File: src/rtl/hazard_unit.sv
// Hazard resolver for the 5-stage ARM pipeline: stall, flush and forward
// controls, with E/M/W register tracking and saturating perf counters.
module hazard_unit #(
  parameter int CNT_W = 16
) (
  input  logic             clk,
  input  logic             reset,
  input  logic [3:0]       RA1D,
  input  logic [3:0]       RA2D,
  input  logic [3:0]       WA3D,
  input  logic             RegWriteM,
  input  logic             RegWriteW,
  input  logic             MemtoRegE,
  input  logic             BranchTakenE,
  input  logic             PCWrPendingF,
  input  logic             PCSrcW,
  input  logic             ClrCnt,
  output logic             StallF,
  output logic             StallD,
  output logic             FlushD,
  output logic             FlushE,
  output logic [1:0]       ForwardAE,
  output logic [1:0]       ForwardBE,
  output logic [CNT_W-1:0] StallCnt,
  output logic [CNT_W-1:0] BrFlushCnt
);

  localparam logic [CNT_W-1:0] CNT_MAX = {CNT_W{1'b1}};
  localparam logic [CNT_W-1:0] CNT_ONE = {{(CNT_W-1){1'b0}}, 1'b1};

  logic [3:0]       ra1e_q, ra2e_q, wa3e_q;
  logic [3:0]       wa3m_q, wa3w_q;
  logic [3:0]       ra1e_d, ra2e_d, wa3e_d;
  logic [CNT_W-1:0] stall_cnt_q, stall_cnt_d;
  logic [CNT_W-1:0] br_cnt_q, br_cnt_d;
  logic             ldr_stall;

  // r15 reads the PC path, so it is never a forwarding candidate
  function automatic logic [1:0] fwd_sel(
    input logic [3:0] ra,
    input logic       wr_m,
    input logic [3:0] wa_m,
    input logic       wr_w,
    input logic [3:0] wa_w
  );
    logic [1:0] sel;
    sel = 2'b00;
    if (ra != 4'hF) begin
      if (wr_m && ra == wa_m) begin
        sel = 2'b10;
      end else if (wr_w && ra == wa_w) begin
        sel = 2'b01;
      end
    end
    return sel;
  endfunction

  assign ldr_stall = ~reset & MemtoRegE
                   & ((RA1D == wa3e_q) | (RA2D == wa3e_q));

  always_comb begin
    StallF    = ~reset & (ldr_stall | PCWrPendingF);
    StallD    = ldr_stall;
    FlushD    = reset | PCWrPendingF | PCSrcW | BranchTakenE;
    FlushE    = reset | ldr_stall | BranchTakenE;
    ForwardAE = 2'b00;
    ForwardBE = 2'b00;
    if (!reset) begin
      ForwardAE = fwd_sel(ra1e_q, RegWriteM, wa3m_q,
                          RegWriteW, wa3w_q);
      ForwardBE = fwd_sel(ra2e_q, RegWriteM, wa3m_q,
                          RegWriteW, wa3w_q);
    end
  end

  always_comb begin
    ra1e_d = RA1D;
    ra2e_d = RA2D;
    wa3e_d = WA3D;
    if (FlushE) begin
      ra1e_d = 4'h0;
      ra2e_d = 4'h0;
      wa3e_d = 4'h0;
    end
  end

  // Clear beats a same-cycle increment; both counters stick at all-ones
  always_comb begin
    stall_cnt_d = stall_cnt_q;
    br_cnt_d    = br_cnt_q;
    if (reset || ClrCnt) begin
      stall_cnt_d = '0;
      br_cnt_d    = '0;
    end else begin
      if (StallF && stall_cnt_q != CNT_MAX) begin
        stall_cnt_d = stall_cnt_q + CNT_ONE;
      end
      if (BranchTakenE && br_cnt_q != CNT_MAX) begin
        br_cnt_d = br_cnt_q + CNT_ONE;
      end
    end
  end

  always_ff @(posedge clk) begin
    if (reset) begin
      ra1e_q      <= 4'h0;
      ra2e_q      <= 4'h0;
      wa3e_q      <= 4'h0;
      wa3m_q      <= 4'h0;
      wa3w_q      <= 4'h0;
      stall_cnt_q <= '0;
      br_cnt_q    <= '0;
    end else begin
      ra1e_q      <= ra1e_d;
      ra2e_q      <= ra2e_d;
      wa3e_q      <= wa3e_d;
      wa3m_q      <= wa3e_q;
      wa3w_q      <= wa3m_q;
      stall_cnt_q <= stall_cnt_d;
      br_cnt_q    <= br_cnt_d;
    end
  end

  assign StallCnt   = stall_cnt_q;
  assign BrFlushCnt = br_cnt_q;

endmodule
File: config.mk
export PLATFORM = sky130hd
export DESIGN_NAME = hazard_unit
export DESIGN_NICKNAME = d
export VERILOG_FILES = /design/src/rtl/hazard_unit.sv
export SDC_FILE = /design/constraint.sdc
export NUM_CORES = 1
export LEC_CHECK = 0
export BUFFER_PORTS_ARGS = -buffer_cell sky130_fd_sc_hd__clkbuf_2
export CAP_MARGIN = 0
export CORE_MARGIN = 5
export CORE_UTILIZATION = 40
export DETAILED_ROUTE_END_ITERATION = 12
export PLACE_DENSITY = 0.73
export SLEW_MARGIN = 20
export SYNTH_ARGS = -nofsm -noshare
export SYNTH_HDL_FRONTEND = slang
export SYNTH_SLANG_ARGS = --single-unit
File: constraint.sdc
create_clock -name clk -period 3.6 [get_ports clk]
set_clock_uncertainty 0.15 [all_clocks]
set_input_delay 0.18 -clock clk [delete_from_list [all_inputs] [get_ports clk]]
set_output_delay 0.18 -clock clk [all_outputs]
set_load 0.01 [all_outputs]
# Word level (Yosys, flattened, before mapping)
# Cells that the tools add are included.
# word_totals
regBits,52
in_bits,21
output_inout_bits,40
word_cells,47
# classes
add_sub_neg,2
eq_ne,10
n_mux,8
bitwise_logic,11
n_reduce_logical,9
# ops
operator,n
16-bit by 1-bit adder with 16-bit output (second input constant),2
16-bit != test (second input constant),2
4-bit == test,6
2-bit 2-to-1 mux,6
4-bit != test (second input constant),2
1-bit bitwise OR,7
1-bit logical AND,6
2-bit OR reduction,2
1-bit AND,3
1-bit 2-to-1 mux,2
1-bit logical OR,1
1-bit inverter,1

# Depth between registers and ports, before layout
# Gate-level depths: netlist of run 1.
# logic_depth
ltp_word,6
ltp_mapped,8
depth_no_buf,7

# Worst setup path before layout of run 1
# OpenSTA, ideal clock, no wires.
# synth_path
kind,reg2reg
startpoint,"register stall_cnt_q[0], in the netlist StallCnt[0]"
endpoint,"register stall_cnt_q[2], in the netlist StallCnt[2]"
setup_ns,0.116
arrival_time_ns,1.797
t_required_ns,3.334
slack_ns,1.537
stages_incl_launch_ff,7
path_buffers,0
period_less_slack_ns,2.063
path_cell_list,dfxtp_1 ha_1 nand3_1 nand2b_1 nor3_2 a21oi_1 a31o_2
# synth_via
elab_chain_len,2
elab_cells_between_ends,3
cone_classes,add/sub: 1; eq/ne: 1; reduce/logical: 1
# synth_rtl
item,line_no,rtl
from (decl),34,"logic [CNT_W-1:0] stall_cnt_q, stall_cnt_d;"
from (signal assigned),119,stall_cnt_q <= stall_cnt_d;
"parallel branches: the longest is 2 deep, another holds 16-bit by 1-bit adder with 16-bit output",-,
# Parallel ways; which one is timed is not known.
# A chain may end at the register's enable or synchronous reset.

# Worst setup path in the final report of run 1
# layout_path
startpoint,input port RA1D[3]
endpoint,output port FlushE
# layout_via
elab_chain_len,5
# layout_rtl
item,line_no,rtl
from (decl),8,"input logic [3:0] RA1D,"
4-bit == test,59,& ((RA1D == wa3e_q) | (RA2D == wa3e_q));
1-bit bitwise OR,59,
1-bit AND,59,
1-bit bitwise OR (2 in a row),65,FlushE = reset | ldr_stall | BranchTakenE;
to (decl),21,"output logic FlushE,"
# Every way passes these cells.

==> impl_results.md, run 1 <==
* Status: complete, no violations
* Port Buffers at 60
* Max VDD drop at about 0.21 mV
* Largest net degree at the start of global routing at 31
* Setup Slack @ Placement at roughly 1300 ps
* P&R area growth vs syn at 24.40%
* First-pass GRT wire length at 9453 um
* GRT Util Overall at 0.1532
* Post-CTS Setup Inserts at 0
* Final core occ at 0.5104
* Mean post-synth cell area at ~8.8 um2
* Switching share of power at 0.2540
* DP Wirelength at roughly 4200 um
* Total CTS buffers at 5
* Sequential area share after synthesis at 0.4311
* Crit. End Element: output port
* Net switching power at 0.2618 mW
* CP Class: input port to output port
* Cell leakage power at ~1.3 nW
* Ys Warns at 0
* Vias in the first global route at ~2.1k
* Die X at 87.70 um
* Ranking of synthesized cells by area: dfxtp_1, xor2_1, xnor2_1
* Final setup TNS at 0 ps
* Comb pwr share at 0.085
* Data required, critical path at around 3300 ps
* Post-route ant nets at 0
* H-Tree Depth at 2
* Post_cts resized at 0
* Global Route met3 Usage at 0.03669
* Worst skew pair latency at between 300 and 400 ps
* RSZ-0062 raised after global routing: false
* # diodes at 0
* Fin. max-slew vios at 0
* Rows at 28
* CTS clk-pin slew, worst paths at 100 ps
* Initial antenna violation count at 0
* IO Pins at 61
* Reg2reg end: StallCnt[15]
* Final hold violations at 0
* Asr flop ratio synth at 0
* Seq pwr share at 0.578
* Worst hold start: ClrCnt
* Critical Path Start Type: input port
* Hold Path Class: input port to flip-flop
* Setup ws final at 923.7 ps
* Worst r2r src: StallCnt[0]
* Max Freq at approximately 370 MHz
* GPL Wtd Cong at slightly below 0.9
* Worst Hold Depth at 3
* WL/cell at ~13 um
* Clock Tree Buf Depth at 2
* Pwr Total at ~1 mW
* Clock share of power at 0.338
* Syn Inst Count at 275
* Busiest layer in global routing: met2
* Initial Util at 0.4103
* Core Footprint at roughly 0.006 mm2
* Worst-Margin Slew at between 700 and 800 ps
* Share of cells above drive strength 1 at 0.2149
* Worst r2r path cells at 7
* Total Die Area at ~0.0077 mm2
* Period minus WS final at around 2700 ps
* Post-synth EDFFs at 0
* DR iter-0 viols at 74
* Via Count at around 2.1k
* Worst reg2reg setup slack at ~1300 ps
* Synthesized net count at approximately 300
* Hold Buf Count CTS at 12
* DRC viols at 0
* Layout Nets at ~370
* #FFs+latches synth at 52
* Drt pass-1 iters at 4
* Max-slew headroom at 0.4880
* Power Dens Cells at 343.0 mW/mm2
* Hold Path Sink: StallCnt[15]
* Crit path max fanout at 13
* CTS tree: yes
* Layout Cells excl Fill at between 400 and 500
* CTS sink cnt at 52
* Internal cell power at between 0.7 and 0.8 mW
* Placed Cells at around 400
* Final Cycle Share at 0.7434
* Synth top area share at 0.4311
* Critical Path AT at 2350 ps
* Ys flop type: dfxtp_1
* Drt total wl at 5612 um
* Die height at slightly below 90 um
* Number of max-cap violations at 0
* Met1 GRT Util at 0.1803
* Yosys top cell by area: dfxtp_1
* Final Setup Violations at 0
* Vias per cell at 4.974
* Post-Syn Area at 0.002415 mm2
* Synth cell types at 36
* Total gr overflow at 0
* M2 GR Usage at 0.2719
* Clock root buffer master: clkbuf_8
per-layer routing:
layer	part of all wire	wire, um
met5	0	0
met4	0.0084	47
met3	0.045	252
met2	0.49	2774
met1	0.45	2538
registers in the layout, summed over array words and instances, names as in the netlist:
signal	cells
BrFlushCnt	16
StallCnt	16
ra1e_q	4
ra2e_q	4
wa3e_q	4
wa3m_q	4
wa3w_q	4
final cells by class:
cell class,instances,area [um2]
flip-flops and latches,52,1041
clock inverters,3,26.28
well taps,75,93.84
fillers,584,2882
repair buffers,73,427.9
inverters,4,15.01
clock buffers,5,68.82
multi-input cells,212,1331
through the flow:
stage          hold slack [ps]  cell area (um2)
5_1_grt                  45.89             3004
2_1_floorplan            151.7             2415
3_5_place_dp             233.6             2789
6_report                 25.20             3004
3_3_place_gp             234.5             2789
4_1_cts                  19.19             3004
cells in the mapped netlist, types with 4 or more instances:
cell      instances
nand2_1          21
nand3_1          17
nor3_1            7
nand4_1          11
xnor2_1          13
a21oi_1          11
inv_1             4
nor2_1           30
or3_1             4
o21ai_0           5
nor4_1            5
dfxtp_1          52
and2_1           14
xor2_1           28
nor2b_1           9
clkbuf_1          4
a211oi_1          6
layout by cell type (no fill, tap or decap), drive strengths merged, types with 4 or more instances in the layout:
master / count
nor2: 30
inv: 5
xor2: 28
nor2b: 9
nor3: 8
nor4: 5
and2: 14
dfxtp: 52
nand4: 11
nand3: 17
a21oi: 11
xnor2: 13
o21ai: 6
dlygate4sd3: 12
clkbuf: 65
or3: 4
nand2: 21
a211oi: 7
power groups by stage:
stage	clock (mW)	sequential, mW	combinational, mW
finish	0.348	0.595	0.0873
global placement	0	0.608	0.0751
detailed placement	0	0.608	0.0774
global route	0.382	0.597	0.0966
CTS	0.355	0.595	0.0878
floorplan	0	0.607	0.0463
kinds of logic after synthesis:
| family | after synthesis | share of synthesized area |
|---|---|---|
| AO/OA/AOI/OAI | 33 | 0.09119 |
| XOR/XNOR | 41 | 0.1487 |
| adder cells (fa/ha/maj) | 2 | 0.01036 |
| buffers and inverters | 11 | 0.01761 |
| flip-flops | 52 | 0.4311 |
| multiplexers | 3 | 0.01244 |
| AND/OR/NAND/NOR | 133 | 0.2886 |
worst max-delay path: stages:
cell	delay, ps
dlygate4sd3_1	550
clkbuf_2	130
xor2_1	150
nor4_1	70
o21ai_1	610
inv_1	130
nor3_1	160
buf_4	190
inv_1	50
clkbuf_2	120
worst max path at each step:
stage	end	depth (start not counted)	start	slack, ps
6_report	FlushE	10	RA1D[3]	920
5_1_grt	FlushE	10	RA1D[2]	760
4_1_cts	FlushE	10	RA1D[2]	940
3_5_place_dp	StallCnt[15]	7	StallCnt[0]	1310
3_3_place_gp	StallCnt[7]	6	wa3e_q[2]	1390
2_1_floorplan	StallCnt[2]	6	StallCnt[0]	1540
Power figures use the tool's default switching activity.
==> run 2, diff against run 1 <==
--- a/config.mk
+++ b/config.mk
@@ -5,12 +5,13 @@
 export SDC_FILE = /design/constraint.sdc
 export NUM_CORES = 1
 export LEC_CHECK = 0
+export ABC_AREA = 1
 export BUFFER_PORTS_ARGS = -buffer_cell sky130_fd_sc_hd__clkbuf_2
 export CAP_MARGIN = 0
 export CORE_MARGIN = 5
 export CORE_UTILIZATION = 40
 export DETAILED_ROUTE_END_ITERATION = 12
-export PLACE_DENSITY = 0.73
+export PLACE_DENSITY = 0.74
 export SLEW_MARGIN = 20
 export SYNTH_ARGS = -nofsm -noshare
 export SYNTH_HDL_FRONTEND = slang
==> constraint.sdc (replaced) <==
create_clock -name clk -period 2.38 [get_ports clk]
set_clock_uncertainty 0.15 [all_clocks]
set_input_delay 0.119 -clock clk [delete_from_list [all_inputs] [get_ports clk]]
set_output_delay 0.119 -clock clk [all_outputs]
set_load 0.01 [all_outputs]
==> impl_results.md, run 2 <==
* Power Dens Cells at 478.9 mW/mm2
* Syn Inst Count at roughly 430
* Seq pwr share at 0.530
* Multi-input logic area at ~0.0015 mm2
* Ys flop type: dfxtp_1
* Ranking of synthesized cells by area: dfxtp_1, nand2_1, inv_1
* Sequential area share after synthesis at 0.3582
* Synth top area share at 0.3582
* Period minus WS final at about 2200 ps
* Layout Nets at about 530
* Hold Path Class: input port to flip-flop
* Synth cell types at 33
* Drt total wl at approximately 7300 um
* Crit. End Element: output port
* WL/cell at ~12 um
* DP Wirelength at between 5000 and 6000 um
* Comb pwr share at 0.102
* Data required, critical path at approximately 2100 ps
* Final core occ at 0.4917
* P&R area growth vs syn at 21.39%
* Post-synth EDFFs at 0
* CTS tree: yes
* IO Pins at between 60 and 70
* Rows at 31
* Setup ws final at between 150 and 200 ps
* Core Footprint at between 0.007 and 0.008 mm2
* Layout Cells excl Fill at roughly 600
* Mean post-synth cell area at slightly below 7 um2
* Max-slew headroom at 0.5326
* # diodes at 0
* Worst-Margin Slew at between 700 and 800 ps
* CP Class: input port to output port
* Fin. max-slew vios at 0
* Max Freq at ~460 MHz
* Clock root buffer master: clkbuf_8
* Setup Slack @ Placement at 219.7 ps
* Final Cycle Share at 0.9199
* Critical Path Start Type: input port
* Total gr overflow at 0
* Cell leakage power at about 1.5 nW
* Commonest cells in the synthesized netlist: nand2_1, inv_1, nor2_1
* Die X at between 90 and 100 um
* #FFs+latches synth at between 50 and 60
* Critical Path AT at 1920 ps
* Asr flop ratio synth at 0
* Status: complete, no violations
* Vias per cell at slightly below 5
* Total Die Area at 0.009071 mm2
* Post-route ant nets at 0
* Internal cell power at about 1.3 mW
* Fillcell total at 715
* Clock share of power at 0.367
* Max VDD drop at between 0.15 and 0.2 mV
* Final setup TNS at 0 ps
* Drt pass-1 iters at 4
* Synthesized net count at ~450
* Largest net degree at the start of global routing at 18
* Via Count at between 2k and 3k
* Crit path max fanout at 13
* Design Area, Final at 0.003528 mm2
* Yosys top cell by area: dfxtp_1
* DR iter-0 viols at around 170
* Dpl cell area at approximately 0.0033 mm2
* Number of max-cap violations at 0
* GPL Wtd Cong at around 0.9
* Placed Cells at around 600
* Die height at 95.24 um
* Reg area at around 0.0010 mm2
* GRT Util Overall at 0.1640
* Net switching power at approximately 0.42 mW
* Most frequent cell after synthesis: nand2_1
* H-Tree Depth at 2
* RSZ-0062 raised after global routing: false
* CTS sink cnt at 52
* Initial antenna violation count at 0
* Share of cells above drive strength 1 at 0.2178
* Vias in the first global route at 2,778
* Total CTS buffers at 5
* Initial Util at 0.4051
* Commonest non-fill, non-tap cells in the layout: nand2_1, inv_1, clkbuf_2, nor2_1, dfxtp_1
* Worst skew pair latency at 300 ps
* Port Buffers at 60
* Final Setup Violations at 0
* First-pass GRT wire length at roughly 12,000 um
* DRC viols at 0
* Commonest non-fill, non-tap cell in the layout: nand2_1
* Final hold violations at 0
* Switching share of power at 0.2493
* Post-Syn Area at roughly 0.0029 mm2
* Clock Tree Buf Depth at 2
* Ys Warns at 0
* CTS clk-pin slew, worst paths at approximately 90 ps
-- run 2: cell count changes in the layout (fill, tap and decap cells not counted), moves of 14 or more --
cell and change:
nand2_1 +67, inv_1 +59, nor2_1 +26, nand3_1 +18
xor2_1 -17, nand2_2 +15, and2_1 -14
-- run 2: stage by stage --
stage	hold slack (ps)	total power [mW]
6_report	42.57	1.690
5_1_grt	35.40	1.766
4_1_cts	14.41	1.699
3_5_place_dp	177.1	1.071
3_3_place_gp	167.4	1.067
2_1_floorplan	81.22	1.021
-- run 2: power by group through the flow --
| stage | Combinational [mW] | Clock (mW) | Sequential, mW |
|---|---|---|---|
| after CTS | 0.171 | 0.632 | 0.896 |
| after global placement | 0.151 | 0 | 0.916 |
| final | 0.173 | 0.621 | 0.896 |
| after detailed placement | 0.155 | 0 | 0.916 |
| after global routing | 0.192 | 0.675 | 0.899 |
| after floorplan | 0.106 | 0 | 0.915 |
-- run 2: final cells by class --
class	count	share of cell area
Sequential cell	52	0.2950
Timing Repair Buffer	76	0.1277
Tap cell	99	0.03511
Inverter	70	0.07482
Clock inverter	3	0.01312
Multi-Input combinational cell	299	0.4348
Clock buffer	5	0.01950
-- run 2: what timing repair did --
action                                  in CTS  in global routing
endpoints found under the setup margin       0                  1
hold buffers                                12                  0
resized for setup                            0                  1
endpoints found under the hold margin       12                  0
buffers inserted                             0                  0
-- run 2: path summary, 6_finish.rpt --
| check | slack (ps) | startpoint | end | cells past startpoint |
|---|---|---|---|---|
| hold reg to reg | 320 | wa3e_q[2] | wa3m_q[2] | 2 |
| setup / recovery | 190 | RA1D[1] | FlushE | 11 |
| setup reg to reg | 310 | BrFlushCnt[0] | BrFlushCnt[10] | 10 |
| hold / removal | 40 | BranchTakenE | BrFlushCnt[12] | 3 |
-- run 2: critical path, stage by stage --
cell and delay, ps:
dlygate4sd3_1 550, clkbuf_2 120, inv_1 90, nand2_1 50, nand2_1 80, nor2_1 50
nand2_1 50, nand2_1 60, nand2_1 130, nand3_1 370, clkbuf_2 260
-- run 2: per-layer routing --
metal  wire length [um]  up-vias  global-route usage  share of wire
met5                  0        -                   0              0
met2               3491       86              0.2793           0.48
met1               3205     1369              0.2051           0.44
li1                   -     1510                   -              -
met3                442       14             0.03078          0.061
met4                163        0             0.06010          0.022
-- run 2: cell families (layout without fill, tap and decap cells) --
family | count (synthesis) | in the layout | share of synthesized area
DFF | 52 | 52 | 0.3582
AOI/OAI and AO/OA | 51 | 51 | 0.1102
and+or+nand+nor | 228 | 228 | 0.3539
adders and majority gates | 2 | 2 | 0.008608
buffers and inverters | 80 | 154 | 0.1149
xor gates and xnor gates | 18 | 18 | 0.05424
==> run 3, diff against run 2 <==
--- a/config.mk
+++ b/config.mk
@@ -8,6 +8,7 @@
 export ABC_AREA = 1
 export BUFFER_PORTS_ARGS = -buffer_cell sky130_fd_sc_hd__clkbuf_2
 export CAP_MARGIN = 0
+export CORE_ASPECT_RATIO = 2
 export CORE_MARGIN = 5
 export CORE_UTILIZATION = 40
 export DETAILED_ROUTE_END_ITERATION = 12
==> impl_results.md, run 3 (synthesis gave the netlist of run 2 again) <==
* Worst skew pair latency at 290 ps
* Setup Slack @ Placement at 359.5 ps
* Status: complete, no violations
* Fin. max-slew vios at 0
* CP Class: input port to output port
* Port Buffers at 60
* Hold Path Class: input port to flip-flop
* Period minus WS final at about 2200 ps
* # diodes at 0
* Layout Nets at between 500 and 600
* GRT Util Overall at 0.1618
* Die height at between 100 and 150 um
* Drt pass-1 iters at 4
* Total gr overflow at 0
* Vias per cell at 4.838
* CTS sink cnt at between 50 and 60
* Final setup TNS at 0 ps
* Initial Util at 0.4061
* Critical Path AT at 1900 ps
* Data required, critical path at roughly 2100 ps
* Largest net degree at the start of global routing at 18
* Cell leakage power at 1.573 nW
* Total Die Area at a little over 0.009 mm2
* Final Cycle Share at 0.9104
* Setup ws final at 213.2 ps
* Final core occ at 0.4990
* Clock Tree Buf Depth at 2
* DR iter-0 viols at ~180
* Drt total wl at 7041 um
* H-Tree Depth at 2
* Via Count at approximately 2.9k
* CTS tree: yes
* Post_cts resized at 0
* GPL Wtd Cong at between 0.8 and 0.9
* CTS clk-pin slew, worst paths at 60 ps
* Placed Cells at 579
* Power Dens Cells at between 500 and 600 mW/mm2
* Crit path max fanout at 11
* IO Pins at 61
* Worst r2r path cells at 12
* DRC viols at 0
* P&R area growth vs syn at 22.86%
* Final hold violations at 0
* Commonest non-fill, non-tap cells in the layout: nand2_1, inv_1, clkbuf_2, nor2_1, dfxtp_1
* Die X at between 70 and 80 um
* DP Wirelength at between 5000 and 6000 um
* Core Footprint at approximately 0.0072 mm2
* Share of cells above drive strength 1 at 0.2189
* Rows at 44
* Post-route ant nets at 0
* RSZ-0062 raised after global routing: false
* Max VDD drop at roughly 0.25 mV
* Max-slew headroom at 0.6566
* WL/cell at 11.75 um
* Number of max-cap violations at 0
* Worst-Margin Slew at around 500 ps
* Max Freq at about 460 MHz
* Vias in the first global route at ~2.8k
* Worst Hold Depth at 3
* Fillcell total at approximately 740
* Critical Path Start Type: input port
* Final Setup Violations at 0
* Crit. End Element: output port
* Initial antenna violation count at 0
* Commonest non-fill, non-tap cell in the layout: nand2_1
* Layout Cells excl Fill at ~600
* Clock root buffer master: clkbuf_16
* First-pass GRT wire length at roughly 12,000 um
* Total CTS buffers at 5
## run 3: changes by cell type in the layout (fill, tap and decap cells not counted), sizes merged
cell	previous run	this run
buf	4	6
bufinv	1	0
clkbuf	65	66
clkinvlp	1	2
inv	70	69
## run 3: per-stage QoR
| stage | power, mW | cell area [um2] | hold slack, ps |
|---|---|---|---|
| 2_1_floorplan | 1.021 | 2907 | 81.22 |
| 3_3_place_gp | 1.071 | 3297 | 172.9 |
| 3_5_place_dp | 1.073 | 3297 | 176.1 |
| 4_1_cts | 1.839 | 3571 | 26.49 |
| 5_1_grt | 1.887 | 3571 | 35.12 |
| 6_report | 1.803 | 3571 | 28.69 |
## run 3: critical path: stages
cell           delay (ps)
dlygate4sd3_1         540
clkbuf_2              110
inv_1                  60
nand2_1                50
nand2_1                80
nor2_1                 50
nand2_1                50
nand2_1                70
nand2_1               120
nand3_1               380
clkbuf_2              270
## run 3: worst paths after layout
| path | start | slack [ps] | end |
|---|---|---|---|
| worst max register to register | BrFlushCnt[0] | 350 | BrFlushCnt[6] |
| worst max-delay path | RA1D[0] | 210 | FlushE |
| worst min-delay path | BranchTakenE | 30 | BrFlushCnt[12] |
| worst min register to register | wa3e_q[2] | 310 | wa3m_q[2] |
## run 3: area by class of cell
type / count / area (um2) / share of cell area
multi-input cells: 299 / 1531 / 0.4289
flip-flops and latches: 52 / 1041 / 0.2915
repair buffers: 78 / 465.4 / 0.1303
inverters: 70 / 264.0 / 0.07393
clock buffers: 6 / 138.9 / 0.03889
well taps: 92 / 115.1 / 0.03224
clock inverters: 2 / 15.01 / 0.004205
## run 3: power by group
part | internal, mW | switching [mW] | leakage [nW] | total (mW)
clock | 0.418 | 0.317 | 0.0691 | 0.736
combinational | 0.0698 | 0.101 | 1.08 | 0.171
sequential | 0.884 | 0.0129 | 0.421 | 0.897
## run 3: per-layer routing
layer,GRT usage,vias up,wire (um)
li1,-,1522,-
met1,0.1867,1295,3124
met2,0.2890,69,3440
met3,0.03063,12,325
met4,0.06885,0,149
met5,0,-,0
## run 3: repair_timing
action	CTS	global route
setup endpoints to repair	0	0
endpoints found under the hold margin	12	0
setup buffers	0	0
hold buffers	12	0
